===== config.mk =====
export PLATFORM = sky130hd
export DESIGN_NAME = synt_cal_engine
export DESIGN_NICKNAME = d
export VERILOG_FILES = /design/src/rtl/synt_cal_pkg.sv /design/src/rtl/synt_cal_fcnt.sv /design/src/rtl/synt_cal_engine.sv
export SDC_FILE = /design/constraint.sdc
export NUM_CORES = 1
export LEC_CHECK = 0
export CORE_MARGIN = 5
export CORE_UTILIZATION = 25
export DETAILED_ROUTE_END_ITERATION = 7
export HOLD_SLACK_MARGIN = 0.05
export SYNTH_ARGS = -nofsm -noshare
export SYNTH_HDL_FRONTEND = slang
export SYNTH_SLANG_ARGS = --single-unit

===== constraint.sdc =====
create_clock -name CLK -period 3.4 [get_ports CLK]
set_clock_uncertainty 0.05 [all_clocks]
set_input_delay 0.85 -clock CLK [delete_from_list [all_inputs] [get_ports CLK]]
set_output_delay 0.85 -clock CLK [all_outputs]
set_load 0.02 [all_outputs]

===== src/rtl/synt_cal_pkg.sv =====
// Shared definitions for the receive-synthesizer coarse-band calibration engine:
// controller state encoding and the default width/timing constants.
package synt_cal_pkg;

    localparam int BAND_W_DEF     = 4;
    localparam int CNT_W_DEF      = 8;
    localparam int WIN_CYC_DEF    = 8;
    localparam int SETTLE_CYC_DEF = 2;
    localparam int PU_SETTLE_DEF  = 8;

    typedef enum logic [3:0] {
        ST_OFF    = 4'd0,
        ST_PWRUP  = 4'd1,
        ST_IDLE   = 4'd2,
        ST_START  = 4'd3,
        ST_SETTLE = 4'd4,
        ST_MEAS   = 4'd5,
        ST_DECIDE = 4'd6,
        ST_FINE_A = 4'd7,
        ST_FINE_B = 4'd8,
        ST_LOCKED = 4'd9
    } cal_state_t;

endpackage


===== src/rtl/synt_cal_fcnt.sv =====
// Windowed frequency counter: after a start strobe, counts VCO_PULSE over
// exactly WIN_CYC cycles. The count saturates at all-ones; done is high during
// the last window cycle, so count is final on the following cycle.
module synt_cal_fcnt
    import synt_cal_pkg::*;
#(
    parameter int CNT_W   = CNT_W_DEF,
    parameter int WIN_CYC = WIN_CYC_DEF
) (
    input  logic             clk,
    input  logic             rst,
    input  logic             start,
    input  logic             pulse,
    output logic [CNT_W-1:0] count,
    output logic             done
);

    localparam int               WIN_W    = (WIN_CYC > 1) ? $clog2(WIN_CYC) : 1;
    localparam logic [WIN_W-1:0] WIN_LAST = WIN_W'(WIN_CYC - 1);
    localparam logic [CNT_W-1:0] CNT_MAX  = '1;

    logic             active;
    logic [WIN_W-1:0] win;

    function automatic logic [CNT_W-1:0] sat_inc(input logic [CNT_W-1:0] v, input logic p);
        if (p && (v != CNT_MAX)) begin
            return v + CNT_W'(1);
        end
        return v;
    endfunction

    assign done = active && (win == WIN_LAST);

    // Window sequencing: a start strobe (re)opens a fresh window
    always_ff @(posedge clk) begin
        if (rst) begin
            active <= 1'b0;
            win    <= '0;
        end else if (start) begin
            active <= 1'b1;
            win    <= '0;
        end else if (active) begin
            win <= win + WIN_W'(1);
            if (done) begin
                active <= 1'b0;
            end
        end
    end

    // Pulse accumulation, cleared on start and held once the window closes
    always_ff @(posedge clk) begin
        if (start) begin
            count <= '0;
        end else if (active) begin
            count <= sat_inc(count, pulse);
        end
    end

endmodule


===== src/rtl/synt_cal_engine.sv =====
// Coarse-band SAR calibration engine for the receive synthesizer.
// Each trial applies a band code, waits for VCO settling, counts divided-VCO
// pulses over a fixed window and keeps the trial bit when the count is below
// the target. Optional macro SYNT_CAL_FINE_EN adds a final C vs C+1 comparison.
module synt_cal_engine
    import synt_cal_pkg::*;
#(
    parameter int BAND_W     = BAND_W_DEF,
    parameter int CNT_W      = CNT_W_DEF,
    parameter int WIN_CYC    = WIN_CYC_DEF,
    parameter int SETTLE_CYC = SETTLE_CYC_DEF,
    parameter int PU_SETTLE  = PU_SETTLE_DEF
) (
    input  logic              CLK,
    input  logic              RST,
    input  logic              PU_SYNT,
    input  logic              CAL_SYNT,
    input  logic              VCO_PULSE,
    input  logic [CNT_W-1:0]  TARGET_CNT,
    output logic [BAND_W-1:0] BAND,
    output logic              RDY_SYNT,
    output logic              CAL_BUSY,
    output logic              CAL_ERR
);

    localparam logic [BAND_W-1:0] MID_CODE = {1'b1, {(BAND_W-1){1'b0}}};
    localparam int                IDX_W    = (BAND_W > 1) ? $clog2(BAND_W) : 1;
    localparam logic [IDX_W-1:0]  IDX_MSB  = IDX_W'(BAND_W - 1);
    localparam int                TMR_MAX  = (PU_SETTLE > SETTLE_CYC) ? PU_SETTLE : SETTLE_CYC;
    localparam int                TMR_W    = $clog2(TMR_MAX + 1);
    localparam logic [TMR_W-1:0]  PU_LAST  = TMR_W'(PU_SETTLE - 1);
    localparam logic [TMR_W-1:0]  SET_LAST = TMR_W'(SETTLE_CYC - 1);

    cal_state_t        state;
    cal_state_t        next;
    logic              cal_q;
    logic              pending;
    logic [TMR_W-1:0]  tmr;
    logic [BAND_W-1:0] band;
    logic [BAND_W-1:0] prev_band;
    logic [BAND_W-1:0] committed;
    logic [BAND_W-1:0] decided;
    logic [IDX_W-1:0]  bit_idx;
    logic [CNT_W-1:0]  target_q;
    logic [CNT_W-1:0]  count;
    logic              rdy;
    logic              busy;
    logic              err;
    logic              ctl_rst;
    logic              cal_rise;
    logic              cal_fall;
    logic              searching;
    logic              abort;
    logic              meas_start;
    logic              meas_done;
    logic              keep;
`ifdef SYNT_CAL_FINE_EN
    logic [1:0]        fine_ph;
    logic [CNT_W-1:0]  dev_c;
    logic [CNT_W-1:0]  dev_now;

    function automatic logic [CNT_W-1:0] abs_diff(input logic [CNT_W-1:0] a, input logic [CNT_W-1:0] b);
        logic signed [CNT_W:0] d;
        d = $signed({1'b0, a}) - $signed({1'b0, b});
        return (d < 0) ? CNT_W'(-d) : CNT_W'(d);
    endfunction

    assign dev_now = abs_diff(count, target_q);
`endif

    function automatic logic [BAND_W-1:0] bit_mask(input logic [IDX_W-1:0] idx);
        return BAND_W'(1) << idx;
    endfunction

    // Power-down behaves exactly like reset for all control state
    assign ctl_rst    = RST | ~PU_SYNT;
    assign cal_rise   = CAL_SYNT & ~cal_q;
    assign cal_fall   = ~CAL_SYNT & cal_q;
    assign searching  = state inside {ST_SETTLE, ST_MEAS, ST_DECIDE, ST_FINE_A, ST_FINE_B};
    assign abort      = searching & cal_fall;
    assign meas_start = (state == ST_SETTLE) && (tmr == SET_LAST);
    // Higher code means higher frequency: a low count asks for a higher code
    assign keep       = count < target_q;
    assign decided    = keep ? band : committed;

    synt_cal_fcnt #(
        .CNT_W   (CNT_W),
        .WIN_CYC (WIN_CYC)
    ) u_fcnt (
        .clk   (CLK),
        .rst   (ctl_rst),
        .start (meas_start),
        .pulse (VCO_PULSE),
        .count (count),
        .done  (meas_done)
    );

    // Single register stage on CAL_SYNT for edge detection
    always_ff @(posedge CLK) begin
        if (RST) begin
            cal_q <= 1'b0;
        end else begin
            cal_q <= CAL_SYNT;
        end
    end

    // FSM state register
    always_ff @(posedge CLK) begin
        if (ctl_rst) begin
            state <= ST_OFF;
        end else begin
            state <= next;
        end
    end

    // FSM next-state logic; an abort overrides every search transition
    always_comb begin
        next = state;
        case (state)
            ST_OFF:    if (PU_SYNT) next = ST_PWRUP;
            ST_PWRUP:  if (tmr == PU_LAST) next = ST_IDLE;
            ST_IDLE,
            ST_LOCKED: if (cal_rise || pending) next = ST_START;
            ST_START:  next = ST_SETTLE;
            ST_SETTLE: if (tmr == SET_LAST) next = ST_MEAS;
            ST_MEAS: begin
                if (meas_done) begin
`ifdef SYNT_CAL_FINE_EN
                    case (fine_ph)
                        2'd1:    next = ST_FINE_A;
                        2'd2:    next = ST_FINE_B;
                        default: next = ST_DECIDE;
                    endcase
`else
                    next = ST_DECIDE;
`endif
                end
            end
            ST_DECIDE: begin
                if (bit_idx != '0) begin
                    next = ST_SETTLE;
                end else begin
`ifdef SYNT_CAL_FINE_EN
                    next = (decided == '1) ? ST_LOCKED : ST_SETTLE;
`else
                    next = ST_LOCKED;
`endif
                end
            end
            ST_FINE_A: next = ST_SETTLE;
            ST_FINE_B: next = ST_LOCKED;
            default:   next = ST_OFF;
        endcase
        if (abort) begin
            next = ST_IDLE;
        end
    end

    // Search datapath and registered status flags
    always_ff @(posedge CLK) begin
        if (ctl_rst) begin
            band    <= MID_CODE;
            rdy     <= 1'b0;
            busy    <= 1'b0;
            err     <= 1'b0;
            pending <= 1'b0;
            tmr     <= '0;
`ifdef SYNT_CAL_FINE_EN
            fine_ph <= 2'd0;
`endif
        end else begin
            if (next != state) begin
                tmr <= '0;
            end else if ((state == ST_PWRUP) || (state == ST_SETTLE)) begin
                tmr <= tmr + TMR_W'(1);
            end
            if (abort) begin
                band <= prev_band;
                err  <= 1'b1;
                busy <= 1'b0;
                rdy  <= 1'b0;
            end else begin
                case (state)
                    ST_PWRUP: if (cal_rise) pending <= 1'b1;
                    ST_IDLE,
                    ST_LOCKED: begin
                        if (next == ST_START) begin
                            prev_band <= band;
                            pending   <= 1'b0;
                            err       <= 1'b0;
                            rdy       <= 1'b0;
                            busy      <= 1'b1;
                        end
                    end
                    ST_START: begin
                        target_q  <= TARGET_CNT;
                        committed <= '0;
                        bit_idx   <= IDX_MSB;
                        band      <= MID_CODE;
`ifdef SYNT_CAL_FINE_EN
                        fine_ph   <= 2'd0;
`endif
                    end
                    ST_DECIDE: begin
                        committed <= decided;
                        if (bit_idx != '0) begin
                            bit_idx <= bit_idx - IDX_W'(1);
                            band    <= decided | bit_mask(bit_idx - IDX_W'(1));
                        end else begin
                            band <= decided;
`ifdef SYNT_CAL_FINE_EN
                            if (decided == '1) begin
                                rdy  <= 1'b1;
                                busy <= 1'b0;
                            end else begin
                                fine_ph <= 2'd1;
                            end
`else
                            rdy  <= 1'b1;
                            busy <= 1'b0;
`endif
                        end
                    end
`ifdef SYNT_CAL_FINE_EN
                    ST_FINE_A: begin
                        dev_c   <= dev_now;
                        band    <= committed + BAND_W'(1);
                        fine_ph <= 2'd2;
                    end
                    ST_FINE_B: begin
                        // A tie keeps the SAR result
                        if (dev_now >= dev_c) begin
                            band <= committed;
                        end
                        rdy  <= 1'b1;
                        busy <= 1'b0;
                    end
`endif
                    default: ;
                endcase
            end
        end
    end

    assign BAND     = band;
    assign RDY_SYNT = rdy;
    assign CAL_BUSY = busy;
    assign CAL_ERR  = err;

endmodule

==> impl_metrics.py <==
metrics = {
    "outcome": {
        "status": "finished, final reports clean",
    },
    "cts": {
        "htreeDepth": 2,
        "ctsResizeCount": 0,
        "path_clk_slew_ps": 100,
        "cts_root_buf": "clkbuf_8",
        "post_cts_buffers": 0,
        "numCtsBuffers": 5,
        "cts_hold_buffers": 0,
        "ctsLongestPathBuffers": 2,
        "clock-sinks": 47,
        "cts_tree": "yes",
        "insertion_delay_ps": 300,
    },
    "sta": {
        "finalCriticalPeriod_ps": 2535,
        "slew_viol_final": 0,
        "setup_viol": 0,
        "finalHoldViolations": 0,
        "fin_crit_sh_pct": 74.54,
        "fmax_ghz": 0.3946,
        "rsz0062_at_grt": "false",
        "max_slew.worst_pin.slew_ps": 795.3,
        "max_slew_margin_pct": 46.78,
        "fin_setup_tns_ps": 0,
    },
    "setup_path": {
        "crit_type": "input port to flop",
        "crit_arrival_ps": 2490,
        "crit_path_end_kind": "flop",
        "critPathMaxFanout": 5,
        "cp.required_ps": 3350,
        "start_kind": "input port",
    },
    "synthesis": {
        "synthesis.area_mm2": 0.002580,
        "synthCells": 248,
        "avgSynthCellArea_um2": 10.40,
        "synthDistinctLibCells": 67,
        "ys.flop_type": "dfxtp_1",
        "synth-async-reset-ratio_pct": 0,
        "syn_nets": 275,
        "seq_area_frac_synth_pct": 43.45,
        "synth_seq_cells": 47,
        "synth_enable_flop_cells": 18,
        "yosysWarnings": 0,
    },
    "grt": {
        "grt.total_usage_pct": 8.485,
        "gr-total-overflow": 0,
        "antenna_found_initial": 0,
        "grt_pass1_wl_mm": 8.894,
        "grt_max_degree": 22,
        "grt_pass1_vias": 1881,
    },
    "routing": {
        "routed_wl_mm": 5.101,
        "via_per_inst": 4.609,
        "wire_per_inst_um": 12.63,
        "drc_errors": 0,
        "vias": 1862,
        "drtIter0Drc": 69,
        "ant_nets": 0,
        "drt-pass1-iter-count": 4,
    },
    "min_path": {
        "hold_path_class": "flop to flop",
    },
    "floorplanning": {
        "start_util_pct": 25.33,
        "rows": 37,
        "dieArea_mm2": 0.01245,
        "die_h_um": 111.6,
        "coreArea_mm2": 0.01018,
        "fp.dieW_um": 111.6,
        "io_pins": 20,
    },
    "placed_design": {
        "portBuffers": 19,
        "hpwl_mm": 3.753,
        "gp_congestion": 0.7924,
    },
    "final_layout": {
        "finalNetCount": 294,
        "antenna_cells": 0,
        "drive_gt1_share_pct": 10.45,
        "utilization_pct": 29.69,
        "area_growth_syn_to_layout_pct": 17.22,
    },
    "run": {
        "maxCapViolCount": 0,
    },
    "pwr": {
        "leakage_nw": 1.033,
        "ir_drop_mv": 0.1673,
        "power.density_mw_per_mm2": 348.1,
    },
}
## power breakdown
group,internal [mW],total (mW),switching [mW]
Combinational,0.0257,0.0467,0.0209
Clock,0.219,0.417,0.198
Sequential,0.583,0.589,0.00543
Total,0.828,1.05,0.224
## synth_stat cells, drive strengths merged (2+ instances only)
master   count  area [µm²]
a2111oi      3       51.30
a211oi       2       15.01
a21boi       2       15.02
a21oi       10       53.80
a22oi        2       15.01
a311oi       2       23.77
a32o         2       20.02
a32oi        3       26.28
and2         2       12.51
and3         2       12.51
and4         2       17.52
buf          7       46.29
clkbuf       5       20.01
dfxtp       29       580.6
edfxtp      18       540.5
ha          14       175.2
inv         13       48.80
mux2i        8       80.08
nand2       11       41.29
nand2b       6       37.54
nand3        4       20.02
nand4        5       31.28
nand4bb      2       38.79
nor2        23       88.84
nor2b        8       60.06
nor3        13       76.33
nor3b        3       22.52
o211ai       2       15.01
o21a         3       30.02
o21ai        9       45.04
o31ai        2       28.78
or3b         3       28.78
xnor2        6       52.55
xor2         6       52.55
## placed cells by master, fill, tap and decap left out, types with 2 or more instances in the layout
master	Yosys	routed
a211oi_1	2	2
a21oi_1	9	9
a22oi_1	2	2
a32o_1	2	2
a32oi_1	3	3
and2_1	2	2
and3_1	2	2
and4_1	2	2
buf_4	2	5
clkbuf_8	0	5
clkdlybuf4s50_1	0	19
dfxtp_1	29	29
edfxtp_1	18	18
ha_1	14	14
inv_1	13	13
mux2i_1	8	8
nand2_1	11	11
nand2b_1	6	6
nand3_1	4	4
nand4_1	5	5
nor2_1	22	22
nor2b_1	6	6
nor3_1	12	12
nor3b_1	3	3
o211ai_1	2	2
o21a_1	2	2
o21ai_0	6	6
o21ai_1	3	3
or3b_1	2	2
xnor2_1	6	6
xor2_1	6	6
## final timing paths
kind	from	cells past startpoint	slack, ps	to
min	RDY_SYNT	2	470	RDY_SYNT
min reg2reg	RDY_SYNT	2	470	RDY_SYNT
max	CAL_SYNT	6	870	prev_band[2]
max reg2reg	state[2]	5	890	prev_band[2]
## layer usage
| metal | vias to the layer above | share of wire [%] | global-route usage [%] |
|---|---|---|---|
| met5 | - | 0 | 0 |
| li1 | 953 | - | - |
| met1 | 873 | 49 | 11.53 |
| met4 | 0 | 1.1 | 2.190 |
| met2 | 29 | 47 | 13.59 |
| met3 | 7 | 3.2 | 2.011 |
## cells by family (layout without fill, tap and decap cells)
kind of cell / after synthesis / count (layout) / synth area share, %
buffers and inverters: 25 / 45 / 4.461
muxes: 8 / 8 / 3.104
DFF: 47 / 47 / 43.45
and+or+nand+nor: 90 / 90 / 21.15
xor gates and xnor gates: 12 / 12 / 4.074
adders and majority gates: 14 / 14 / 6.790
AOI/OAI and AO/OA: 52 / 52 / 16.97
## layout make-up
class	count	area (µm²)
clock buffer	5	68.82
fill	1087	7161
multi-input combinational	176	1344
timing repair buffer	24	227.7
tap	136	170.2
inverter	13	48.80
sequential	47	1121
clock inverter	3	43.79
## metrics by stage
step / std cells / hold slack, ps / area, µm² / total power, mW / setup WS, ps
after floorplan: 248 / 446.4 / 2580 / 0.6267 / 1037
after global placement: 396 / 458.1 / 2912 / 0.6476 / 611.0
after detailed placement: 396 / 449.9 / 2912 / 0.6484 / 535.6
after CTS: 404 / 465.9 / 3024 / 1.065 / 869.0
after global routing: 404 / 494.4 / 3024 / 1.100 / 662.5
final: 404 / 471.6 / 3024 / 1.053 / 865.5
## worst max-delay path: stages
cell	delay (ps)
clkdlybuf4s50_1	540
nor2b_1	240
o211ai_1	110
a21o_1	250
a21oi_2	240
and2b_1	260
## sequential cells by signal (all words and copies together), names as in the netlist, 3 cells and up
name          count
BAND              4
tmr               4
committed         4
u_fcnt.win        3
state             4
prev_band         4
u_fcnt.count      8
target_q          8
Note: power is estimated with default switching activity, not from simulation.
